### src/rtl/alu_pkg.sv
// Shared ALU definitions: datapath width and the multiplier's state encoding.
package alu_pkg;

    localparam int ALU_WIDTH = 16;

    typedef enum logic [1:0] {
        ST_IDLE = 2'd0,
        ST_RUN  = 2'd1,
        ST_DONE = 2'd2
    } mul_state_t;

endpackage

### src/rtl/seq_mult16_shift_add_if.sv
// Start/busy/done handshake plus operand and result bus of the sequential multiplier.
interface seq_mult16_shift_add_if
    import alu_pkg::*;
#(
    parameter int WIDTH = ALU_WIDTH
);
    logic             start;
    logic [WIDTH-1:0] A;
    logic [WIDTH-1:0] B;
    logic             busy;
    logic             done;
    logic [WIDTH-1:0] R;
    logic             zero;

    modport master (output start, A, B, input busy, done, R, zero);
    modport slave  (input start, A, B, output busy, done, R, zero);
endinterface

### src/rtl/seq_mult16_shift_add_adder.sv
// 16-bit ripple-carry adder with no carry-out; the sum wraps modulo 2^16.
module SemiAdder16bits (
    input  logic [15:0] A,
    input  logic [15:0] B,
    output logic [15:0] R
);
    logic [15:0] w_c;

    assign w_c[0] = 1'b0;

    for (genvar i = 0; i < 16; i++) begin : g_bit
        assign R[i] = A[i] ^ B[i] ^ w_c[i];
        if (i < 15) begin : g_carry
            assign w_c[i+1] = (A[i] & B[i]) | (w_c[i] & (A[i] ^ B[i]));
        end
    end
endmodule

### src/rtl/seq_mult16_shift_add.sv
// Shift-and-add multiplier: one partial-product add per cycle through the shared
// ripple adder, returning the low WIDTH bits of A*B.
//
//   state   | meaning
//   --------+-------------------------------------------------------
//   ST_IDLE | waiting for start; R/zero hold the last product
//   ST_RUN  | one multiplier bit consumed per cycle
//   ST_DONE | done pulse for one cycle, then back to idle
module seq_mult16_shift_add
    import alu_pkg::*;
#(
    parameter int WIDTH      = ALU_WIDTH,
    parameter int EARLY_EXIT = 1
) (
    input  logic                  clk,
    input  logic                  rst_n,
    seq_mult16_shift_add_if.slave bus
);
    localparam int CNT_W = $clog2(WIDTH);

    mul_state_t       r_state;
    logic [WIDTH-1:0] r_acc;
    logic [WIDTH-1:0] r_mcand;
    logic [WIDTH-1:0] r_mplier;
    logic [CNT_W-1:0] r_cnt;
    logic             r_busy;
    logic             r_done;
    logic [WIDTH-1:0] r_R;
    logic             r_zero;

    logic [WIDTH-1:0] w_sum;
    logic [WIDTH-1:0] w_acc_next;
    logic [WIDTH-1:0] w_mplier_next;
    logic             w_last;

    SemiAdder16bits u_add (
        .A (r_acc),
        .B (r_mcand),
        .R (w_sum)
    );

    assign w_acc_next    = r_mplier[0] ? w_sum : r_acc;
    assign w_mplier_next = r_mplier >> 1;
    // Early exit looks at the shifted multiplier so the final add still lands this cycle.
    assign w_last        = (r_cnt == CNT_W'(WIDTH - 1)) ||
                           ((EARLY_EXIT != 0) && (w_mplier_next == '0));

    always_ff @(posedge clk or negedge rst_n) begin
        if (!rst_n) begin
            r_state  <= ST_IDLE;
            r_acc    <= '0;
            r_mcand  <= '0;
            r_mplier <= '0;
            r_cnt    <= '0;
            r_busy   <= 1'b0;
            r_done   <= 1'b0;
            r_R      <= '0;
            r_zero   <= 1'b1;
        end else begin
            case (r_state)
                ST_IDLE: begin
                    r_done <= 1'b0;
                    if (bus.start) begin
                        r_mcand  <= bus.A;
                        r_mplier <= bus.B;
                        r_acc    <= '0;
                        r_cnt    <= '0;
                        r_busy   <= 1'b1;
                        r_state  <= ST_RUN;
                    end
                end
                ST_RUN: begin
                    r_acc    <= w_acc_next;
                    r_mcand  <= r_mcand << 1;
                    r_mplier <= w_mplier_next;
                    r_cnt    <= r_cnt + 1'b1;
                    if (w_last) begin
                        r_R     <= w_acc_next;
                        r_zero  <= (w_acc_next == '0);
                        r_done  <= 1'b1;
                        r_state <= ST_DONE;
                    end
                end
                ST_DONE: begin
                    r_done  <= 1'b0;
                    r_busy  <= 1'b0;
                    r_state <= ST_IDLE;
                end
                default: begin
                    r_done  <= 1'b0;
                    r_busy  <= 1'b0;
                    r_state <= ST_IDLE;
                end
            endcase
        end
    end

    assign bus.busy = r_busy;
    assign bus.done = r_done;
    assign bus.R    = r_R;
    assign bus.zero = r_zero;
endmodule

### src/flat_wrapper.sv
// flat-port wrapper written by rule: the top's interface ports become plain ports
module seq_mult16_shift_add_flat import alu_pkg::*;
#(
    parameter int WIDTH      = ALU_WIDTH,
    parameter int EARLY_EXIT = 1
)
  (clk, rst_n, bus_start, bus_A, bus_B, bus_busy, bus_done, bus_R, bus_zero);
  seq_mult16_shift_add_if #(.WIDTH(WIDTH)) bus_i ();
  input  logic clk;
  input  logic rst_n;
  input wire logic [$bits(bus_i.start)-1:0] bus_start;
  input wire logic [$bits(bus_i.A)-1:0] bus_A;
  input wire logic [$bits(bus_i.B)-1:0] bus_B;
  output wire logic [$bits(bus_i.busy)-1:0] bus_busy;
  output wire logic [$bits(bus_i.done)-1:0] bus_done;
  output wire logic [$bits(bus_i.R)-1:0] bus_R;
  output wire logic [$bits(bus_i.zero)-1:0] bus_zero;
  assign bus_i.start = bus_start;
  assign bus_i.A = bus_A;
  assign bus_i.B = bus_B;
  assign bus_busy = bus_i.busy;
  assign bus_done = bus_i.done;
  assign bus_R = bus_i.R;
  assign bus_zero = bus_i.zero;
  seq_mult16_shift_add #(.WIDTH(WIDTH), .EARLY_EXIT(EARLY_EXIT)) u_core (.clk(clk), .rst_n(rst_n), .bus(bus_i));
endmodule
### config.mk
export PLATFORM = sky130hd
export DESIGN_NAME = seq_mult16_shift_add_flat
export DESIGN_NICKNAME = d
export VERILOG_FILES = /design/src/rtl/alu_pkg.sv /design/src/rtl/seq_mult16_shift_add_if.sv /design/src/rtl/seq_mult16_shift_add_adder.sv /design/src/rtl/seq_mult16_shift_add.sv /design/src/flat_wrapper.sv
export SDC_FILE = /design/constraint.sdc
export NUM_CORES = 1
export LEC_CHECK = 0
export CAP_MARGIN = 20
export CORE_UTILIZATION = 50
export DETAILED_ROUTE_END_ITERATION = 6
export PLACE_DENSITY = 0.74
export SETUP_SLACK_MARGIN = 0.4
export SLEW_MARGIN = 20
export SYNTH_ARGS = -nofsm -noshare
export SYNTH_HDL_FRONTEND = slang
export SYNTH_HIERARCHICAL = 1
export SYNTH_SLANG_ARGS = --single-unit
### constraint.sdc
create_clock -name clk -period 7.04 [get_ports clk]
set_input_delay 0.704 -clock clk [delete_from_list [all_inputs] [get_ports clk]]
set_output_delay 0.704 -clock clk [all_outputs]
set_load 0.03 [all_outputs]
==> results of run 1 <==
[power by group through the flow]
stage / Combinational, mW / Clock, mW / Sequential, mW
2_1_floorplan: 0.636 / 0 / 0.814
3_3_place_gp: 0.916 / 0 / 0.793
3_5_place_dp: 0.938 / 0 / 0.797
4_1_cts: 0.958 / 0.396 / 0.794
5_1_grt: 1.06 / 0.415 / 0.828
6_report: 0.972 / 0.391 / 0.795
[placed cells by master, fill, tap and decap left out, types with 2 or more instances in the layout]
cell type,n
a21oi_1,28
a22o_1,19
a22oi_1,29
a31oi_1,2
buf_4,9
bufinv_16,3
clkbuf_8,9
clkdlybuf4s50_1,52
clkinv_2,2
dfrtp_1,72
fa_1,2
fa_2,12
ha_1,2
inv_1,6
mux2_2,25
mux2_4,9
nand2_1,10
nand3_1,2
nand4_1,2
nor2_1,6
nor2b_1,28
nor3_1,4
nor4_1,3
nor4_2,2
o21ai_0,31
o21ai_1,2
[cell usage after synthesis]
master,n
ha_1,2
clkbuf_1,17
nand2_1,10
nand4_2,1
nor4_1,3
inv_1,6
nor4_4,1
nor2_1,6
dfstp_2,1
dfrtp_1,72
mux2_2,25
nor3_1,4
o22a_1,1
xor3_1,1
a22o_1,19
nand2b_1,1
a31oi_1,2
a22oi_1,29
and3b_1,1
or2_2,1
buf_12,1
nor4_2,2
nand4_1,2
buf_2,8
o21ai_0,31
or4b_2,1
a21o_1,1
fa_1,14
o21ai_1,2
and2_1,1
a21oi_1,28
o21bai_1,1
mux2_4,9
nor2b_1,28
nand3_1,2
a21oi_4,1
nor4b_1,1
or4_1,1
[worst paths after layout]
path                                  from            endpoint  slack [ns]  depth (start not counted)
max                        u_core/r_acc[0]     u_core/bus.zero        0.63                         22
min                        u_core/bus.R[2]     u_core/bus.R[2]        0.51                          1
max in group asynchronous            rst_n  u_core/r_mplier[7]        5.87                          2
min reg2reg                u_core/bus.R[2]     u_core/bus.R[2]        0.51                          1
max reg2reg                u_core/r_acc[0]     u_core/bus.zero        0.63                         22
min in group asynchronous            rst_n    u_core/r_acc[10]        0.53                          2
[stage by stage]
step / worst slack [ns] / utilization, %
5_1_grt: 0.436 / 64.2
6_report: 0.625 / 64.2
2_1_floorplan: 0.425 / -
3_3_place_gp: 0.250 / 60.4
4_1_cts: 0.404 / 63.9
3_5_place_dp: 0.114 / 60.4
[per-layer routing]
layer | share of wire, % | up-vias
li1 | - | 1326
met1 | 46 | 1429
met2 | 47 | 85
met3 | 5.3 | 10
met4 | 1.4 | 0
met5 | 0 | -
[cell type report]
cell class / instances / area, sq um
flip-flops and latches: 73 / 1830
inverters: 6 / 22.5
repair buffers: 62 / 593
multi-input cells: 232 / 1930
well taps: 99 / 124
fillers: 586 / 2640
clock inverters: 6 / 108
clock buffers: 9 / 124
[critical path, cell delays in order (launching register included)]
cell,delay [ns]
dfrtp_1,0.39
ha_1,0.19
inv_1,0.06
fa_1,0.15
inv_1,0.06
fa_2,0.35
fa_2,0.35
fa_2,0.35
fa_2,0.34
fa_2,0.35
fa_2,0.35
fa_2,0.34
fa_2,0.35
fa_1,0.39
fa_2,0.35
fa_2,0.35
fa_2,0.35
fa_2,0.34
xor3_1,0.24
nor4b_2,0.30
nand4_1,0.12
a21oi_1,0.14
mux2_2,0.16
[cells by family after synthesis]
kind of cell	Yosys count	share of synthesized area, %
xor+xnor	1	0.614
mux	34	10.8
flops	73	47.2
fa+ha+maj	16	7.89
compound gates	115	19.2
simple gates	66	10.6
buf+inv	32	3.78
[registers in the layout (all words and copies together), names as in the netlist]
register / flops
u_core/r_state: 2
u_core/r_cnt: 4
u_core/bus.R: 16
u_core/r_mcand: 16
u_core/bus.zero: 1
u_core/r_mplier: 16
u_core/r_acc: 16
u_core/bus.done: 1
u_core/bus.busy: 1
[repair_timing]
item	CTS	global route
hold endpoints to repair	0	0
resized for setup	5	6
pin swaps	1	3
setup endpoints to repair	3	3
setup buffers	2	1
==> results_dict.tcl, run 1 <==
set metrics [dict create \
    status "completed" \
    detailed_place_hpwl_um 5570 \
    tightest_slew_ns 0.945 \
    use_met2_pct 35.0 \
    die_h_um 90.0 \
    grt_usage_pct 23.0 \
    p_clk_share_pct 18.1 \
    finalSetupViolCount 0 \
    antenna_cells 0 \
    synth_area_sq_mm 0.00387 \
    path_class "reg2reg" \
    hold_buffers 0 \
    postSynthCellCount 337 \
    hold_slack_ns 0.508 \
    place_area_sq_mm 0.00445 \
    max_cap_violations 0 \
    p_total_mw 2.16 \
    dpl.cell_count 469 \
    vdd.ir_drop.worst_mv 0.179 \
    worstHoldPathType "reg2reg" \
    ys_types 38 \
    synth-seq-cells 73 \
    grt_max_degree 74 \
    drt_iter0_drc 140 \
    ioPinCount 54 \
    start_util_pct 52.5 \
    grt_pass1_wl_um 14600 \
    p_comb_share_pct 45.1 \
    via_per_inst 5.85 \
    tns_ns 0 \
    max_freq_mhz 156 \
    h-tree-depth 3 \
    ys_seq_area_share_pct 47.2 \
    power_density_mw_per_mm2 456 \
    stdcell_area_sq_mm 0.00473 \
    post_drt_wl_per_cell_um 17.5 \
    clk_latency_ns 0.35 \
    min_period_ns 6.41 \
    worstPathArrival_ns 6.71 \
    cp-start-kind "flip-flop" \
    synth_top_area_share_pct 46.5 \
    grt-busiest-layer "met2" \
    p_int_mw 1.32 \
    drc 0 \
    final_cell_count_no_fill 487 \
    critical_path.max_fanout 3 \
    ys_warn_count 6 \
    totalWireLength_um 8510 \
    syn_area_per_cell_sq_um 11.5 \
    cts-root-buf "clkbuf_8" \
    cts_tree "yes" \
    rows 31 \
    required_ns 7.34 \
    die_w_um 90.0 \
    final_antenna_net_count 0 \
    clock_path_buffers 2 \
    power_switching_mw 0.835 \
    max_slew_margin_pct 37.0 \
    syn_nets 388 \
    globalRouteMet3Util_pct 4.06 \
    portBuffers 53 \
    antenna_found_initial 0 \
    seq_power_share_pct 36.8 \
    drive_above_1_share_pct 20.6 \
    grt.met1_usage_pct 33.3 \
    grt_pass1_vias 2835 \
    drv_slew 0 \
    timing.clock.skew_ns 0.00883 \
    cts.sinks 73 \
    hold_violations 0 \
    end_kind "flip-flop" \
    overflow 0 \
    rsz0062_at_grt "no" \
    finalCritPeriodShare_pct 91.1 \
    clk_pin_slew_ns 0.08 \
    dr.pass1.iters 5 \
    synth_top_area_cell "dfrtp_1" \
    layout.nets 435 \
    yosys-top-cells-area "dfrtp_1, mux2_2, fa_1" \
    gp_congestion 0.840 \
    num_vias 2850 \
    leakage_nw 2.00 \
    cts_buffers 9 \
    area_growth_pct 22.2 \
    dieArea_sq_mm 0.00810 \
    switching_share_pct 38.7 \
    core_area_sq_mm 0.00737 \
]
(Power assumes the default switching activity.)
==> run 2: changes to the inputs <==
--- a/config.mk
+++ b/config.mk
@@ -6,6 +6,7 @@
 export NUM_CORES = 1
 export LEC_CHECK = 0
 export CAP_MARGIN = 20
+export CORE_MARGIN = 2
 export CORE_UTILIZATION = 50
 export DETAILED_ROUTE_END_ITERATION = 6
 export PLACE_DENSITY = 0.74
==> constraint.sdc (replaced) <==
create_clock -name clk -period 7.04 [get_ports clk]
set_input_delay 2.112 -clock clk [delete_from_list [all_inputs] [get_ports clk]]
set_output_delay 2.112 -clock clk [all_outputs]
set_load 0.03 [all_outputs]
==> run 2 against run 1 <==
  * First-iteration DRC count up 32%
  * Worst setup slack worse by 0.16 ns
  * Sequential share of layout area up 0.37 points
  * Cell area down 0.95%
  * Sequential power down 0.6%
  * Critical endpoint unchanged
  * Highest routed layer unchanged
  * Flip-flop and latch count unchanged
  * Power down 4.3%
  * Clock power down 22%
  * Via count down 1.4%
  * Critical path type unchanged
  * Maximum frequency down 2.4%
  * Wire length about the same
  * Largest power group unchanged
  * Hold slack worse by 0.0014 ns
==> results_dict.tcl, run 2 (synthesis results as in run 1) <==
set metrics [dict create \
    max_cap_violations 0 \
    setup_slack_ns 0.469 \
    die_h_um 92.0 \
    overflow 0 \
    finalSetupViolCount 0 \
    worstPathArrival_ns 6.86 \
    grt_pass1_wl_um 14400 \
    drv_slew 0 \
    clk_latency_ns 0.34 \
    nFillCells 631 \
    drt_iter0_drc 185 \
    vdd.ir_drop.worst_mv 0.204 \
    dpl.cell_count 472 \
    drc 0 \
    critPathSlowestCell "xor3_2" \
    cts.sinks 73 \
    path_class "reg2reg" \
    clk_pin_slew_ns 0.08 \
    grt_max_degree 74 \
    p_total_mw 2.06 \
    end_kind "flip-flop" \
    min_period_ns 6.57 \
    totalWireLength_um 8500 \
    crit_chain "ha_1 > inv_1 > fa_1 > inv_1 > fa_2 > fa_2 > fa_2 > fa_2 > fa_2 > fa_2 > fa_2 > fa_2 > fa_2 > fa_2 > fa_2 > fa_2 > fa_2 > xor3_2 > nor4b_2 > nand4_1 > a21oi_2 > mux2_2" \
    clock_path_buffers 2 \
    post_drt_wl_per_cell_um 17.4 \
    layout_commonest_cell "dfrtp_1" \
    gp_congestion 0.871 \
    tns_ns 0 \
    cp-start-kind "flip-flop" \
    final_cell_count_no_fill 489 \
    rows 32 \
    cts_tree "yes" \
    tightest_slew_ns 0.917 \
    max_freq_mhz 152 \
    dr.pass1.iters 4 \
    cts_buffers 9 \
    dp_slack_ns 0.113 \
    leakage_nw 1.98 \
    cp_slowest_stage_delay_ns 0.41 \
    grt_pass1_vias 2804 \
    critical_path_buf_inv_count 2 \
    multi_input_area_sq_mm 0.00194 \
    timing.clock.skew_ns 0.00990 \
    hold_violations 0 \
    via_per_inst 5.74 \
    rsz0062_at_grt "yes" \
    required_ns 7.33 \
    antenna_found_initial 0 \
    critical_path.max_fanout 3 \
    worstHoldPathType "reg2reg" \
    area_growth_pct 21.1 \
    power_density_mw_per_mm2 440 \
    antenna_cells 0 \
    detailed_place_hpwl_um 5650 \
    critPathTopFamily "adder cells" \
    ioPinCount 54 \
    start_util_pct 50.9 \
    max_slew_margin_pct 38.9 \
    drive_above_1_share_pct 21.4 \
    portBuffers 53 \
    die_w_um 92.0 \
    hold_buffers 0 \
    grt_usage_pct 21.8 \
    num_vias 2809 \
    cts-root-buf "clkbuf_8" \
    layout.nets 434 \
    h-tree-depth 3 \
    finalCritPeriodShare_pct 93.3 \
    layout_common_cells "dfrtp_1, clkdlybuf4s50_1, o21ai_0" \
    regArea_sq_mm 0.00183 \
    final_antenna_net_count 0 \
    status "completed" \
    cp_common_cell "fa_2" \
    dieArea_sq_mm 0.00846 \
    fin_util_pct 61.6 \
    core_area_sq_mm 0.00761 \
]
run 2: where the power goes:
group          internal [mW]  total, mW  switching, mW
clock network          0.153      0.305          0.152
registers              0.587      0.790          0.203
logic                  0.501      0.969          0.468
total                   1.24       2.06          0.823
run 2: layout make-up:
| type | instances | share of cell area [%] |
|---|---|---|
| Clock buffer | 12 | 3.52 |
| Clock inverter | 3 | 0.320 |
| Inverter | 6 | 0.481 |
| Multi-Input combinational cell | 232 | 41.5 |
| Sequential cell | 73 | 39.0 |
| Tap cell | 102 | 2.72 |
| Timing Repair Buffer | 61 | 12.5 |
run 2: layer usage:
layer / wire [um] / track usage, %
met2: 4120 / 33.5
met3: 438 / 5.59
met4: 84 / 5.85
met5: 0 / 0
met1: 3860 / 31.1
run 2: timing repair:
action | in CTS | in global routing
pin swaps | 1 | 4
endpoints found under the hold margin | 0 | 0
setup endpoints to repair | 3 | 2
resized for setup | 5 | 9
buffers inserted | 2 | 0
run 2: final timing paths:
kind                                  from             endpoint  slack (ns)  cells after the start
min                        u_core/bus.R[4]      u_core/bus.R[4]        0.51                      1
min in group asynchronous            rst_n      u_core/bus.R[9]        1.99                      2
min reg2reg                u_core/bus.R[4]      u_core/bus.R[4]        0.51                      1
max                        u_core/r_acc[0]      u_core/bus.zero        0.47                     22
max reg2reg                u_core/r_acc[0]      u_core/bus.zero        0.47                     22
max in group asynchronous            rst_n  u_core/r_mplier[10]        4.46                      2
run 2: through the flow:
| step | hold slack, ns | cell area, sq um |
|---|---|---|
| 3_5_place_dp | 0.495 | 4450 |
| 6_report | 0.507 | 4690 |
| 4_1_cts | 0.512 | 4660 |
| 2_1_floorplan | 0.490 | 3880 |
| 3_3_place_gp | 0.490 | 4450 |
| 5_1_grt | 0.526 | 4690 |
==> run 3: changes to the inputs <==
--- a/config.mk
+++ b/config.mk
@@ -8,7 +8,9 @@
 export CAP_MARGIN = 20
 export CORE_MARGIN = 2
 export CORE_UTILIZATION = 50
+export CTS_CLUSTER_DIAMETER = 120
 export DETAILED_ROUTE_END_ITERATION = 6
+export GPL_TIMING_DRIVEN = 0
 export PLACE_DENSITY = 0.74
 export SETUP_SLACK_MARGIN = 0.4
 export SLEW_MARGIN = 20
==> run 3 against run 2 <==
  * Clock power grew 39%
  * Cell count grew 4.7%
  * Sequential power shrank 2.7%
  * Clock-buffer cell count is the same
  * Cell area grew 4.6%
  * Via count grew 5.9%
  * Non-clock buffer count grew 22
  * Power grew 9.6%
  * Critical path depth shrank 1
  * Highest routed layer unchanged
==> results_dict.tcl, run 3 (synthesis results as in run 1) <==
set metrics [dict create \
    gp_congestion 0.851 \
    cts-root-buf "clkbuf_8" \
    antenna_found_initial 0 \
    max_slew_margin_pct 57.0 \
    layout_common_cells "dfrtp_1, clkdlybuf4s50_1, o21ai_0" \
    die_w_um 92.0 \
    required_ns 7.29 \
    critPathSlowestCell "xor3_2" \
    core_area_sq_mm 0.00761 \
    wl_met1_um 4040 \
    area_growth_pct 26.7 \
    power_density_mw_per_mm2 461 \
    cts.sinks 73 \
    max_cap_violations 0 \
    overflow 0 \
    reg2reg_from "u_core/r_mcand[0]" \
    grt_pass1_vias 2965 \
    cts_tree "yes" \
    hold_violations 0 \
    layout.nets 456 \
    crit_chain "ha_2 > inv_2 > fa_2 > inv_2 > fa_2 > fa_2 > fa_2 > fa_2 > fa_2 > fa_2 > fa_2 > fa_2 > fa_2 > fa_2 > fa_2 > fa_2 > fa_2 > xor3_2 > buf_6 > mux2_4 > mux2_2" \
    stdcell_area_sq_mm 0.00490 \
    dp_slack_ns -0.0742 \
    finalCritPeriodShare_pct 94.3 \
    critPathTopFamily "adder cells" \
    h-tree-depth 3 \
    top_layer_used "met4" \
    p_total_mw 2.26 \
    grt_pass1_wl_um 15100 \
    antenna_cells 0 \
    via_per_inst 5.81 \
    dieArea_sq_mm 0.00846 \
    clk_pin_slew_ns 0.08 \
    critical_path.max_fanout 2 \
    r2r-end "u_core/bus.R[15]" \
    path_class "reg2reg" \
    die_h_um 92.0 \
    dr.pass1.iters 7 \
    setup_slack_ns 0.402 \
    portBuffers 53 \
    timing.clock.skew_ns 0.0117 \
    finalSetupViolCount 0 \
    drc 0 \
    min_period_ns 6.64 \
    cp-start-kind "flip-flop" \
    max_freq_mhz 151 \
    tns_ns 0 \
    drv_slew 0 \
    num_vias 2975 \
    clk_latency_ns 0.36 \
    end_kind "flip-flop" \
    drive_above_1_share_pct 22.4 \
    fin_util_pct 64.5 \
    status "completed" \
    leakage_nw 2.06 \
    final_antenna_net_count 0 \
    cts_buffers 9 \
    post_drt_wl_per_cell_um 17.7 \
    detailed_place_hpwl_um 6350 \
    path_depth 21 \
    setup.worst_path.start "u_core/r_mcand[0]" \
    critical_path_buf_inv_count 3 \
    wl_met2_um 4390 \
    layout_commonest_cell "dfrtp_1" \
    rsz0062_at_grt "yes" \
    dpl.cell_count 493 \
    rows 32 \
    hold_slack_ns 0.506 \
    place_area_sq_mm 0.00456 \
    tightest_slew_ns 0.644 \
    totalWireLength_um 9070 \
    final_cell_count_no_fill 512 \
    cp_slowest_stage_delay_ns 0.44 \
    nFillCells 628 \
    critPathCapture "u_core/bus.R[15]" \
    vdd.ir_drop.worst_mv 0.179 \
    cp_common_cell "fa_2" \
    ioPinCount 54 \
    regToRegSetupSlack_ns 0.40 \
    worstHoldPathType "reg2reg" \
    met3WireLength_um 373 \
    start_util_pct 50.9 \
    grt_usage_pct 23.0 \
    r2r_cells 21 \
    clock_path_buffers 2 \
    worstPathArrival_ns 6.89 \
    drt_iter0_drc 168 \
    grt_max_degree 52 \
]
-- run 3: cell count changes in the layout (fill, tap and decap cells not counted), sizes merged --
cell      before  now
clkinvlp       0    1
clkinv         3    0
bufinv         0    3
clkbuf        12   29
buf            9   14
-- run 3: how the worst min path moves through the flow --
stage	start	to	slack (ns)	cells after the start
after detailed placement	u_core/bus.R[13]	u_core/bus.R[13]	0.50	1
after CTS	u_core/bus.R[4]	u_core/bus.R[4]	0.51	1
after floorplan	u_core/r_cnt[0]	u_core/r_cnt[0]	0.49	1
after global placement	u_core/bus.R[2]	u_core/bus.R[2]	0.49	1
final	u_core/bus.R[4]	u_core/bus.R[4]	0.51	1
after global routing	u_core/bus.R[1]	u_core/bus.R[1]	0.53	1
-- run 3: worst reg2reg max path, stage by stage, from the launching register on --
cell     delay, ns
dfrtp_1       0.40
ha_2          0.18
inv_2         0.06
fa_2          0.19
inv_2         0.04
fa_2          0.33
fa_2          0.37
fa_2          0.36
fa_2          0.36
fa_2          0.35
fa_2          0.36
fa_2          0.35
fa_2          0.35
fa_2          0.35
fa_2          0.35
fa_2          0.35
fa_2          0.35
fa_2          0.35
xor3_2        0.44
buf_6         0.14
mux2_4        0.26
mux2_2        0.26
-- run 3: routing by layer --
metal | track usage, % | up-vias
met5 | 0 | -
met3 | 3.62 | 21
met4 | 10.9 | 0
met1 | 31.6 | 1490
li1 | - | 1367
met2 | 36.0 | 97
-- run 3: power by group --
part | internal, mW | switching, mW | total, mW
Combinational | 0.540 | 0.530 | 1.07
Clock | 0.265 | 0.160 | 0.424
Sequential | 0.588 | 0.181 | 0.769
Total | 1.39 | 0.870 | 2.26
-- run 3: cell type report --
cell class              instances  area [sq um]  share of cell area [%]
clock inverters                 4          97.6                    1.99
well taps                     102           128                    2.60
repair buffers                 57           582                    11.9
clock buffers                  12           165                    3.37
plain buffers                  26           124                    2.53
flip-flops and latches         73          1830                    37.3
inverters                       6          22.5                   0.459
multi-input cells             232          1960                    39.9
-- run 3: timing repair --
action,4_1_cts,5_1_grt
buffers inserted,2,1
pin swaps,3,3
hold buffers,0,0
endpoints found under the setup margin,3,2
gates resized for setup,9,12
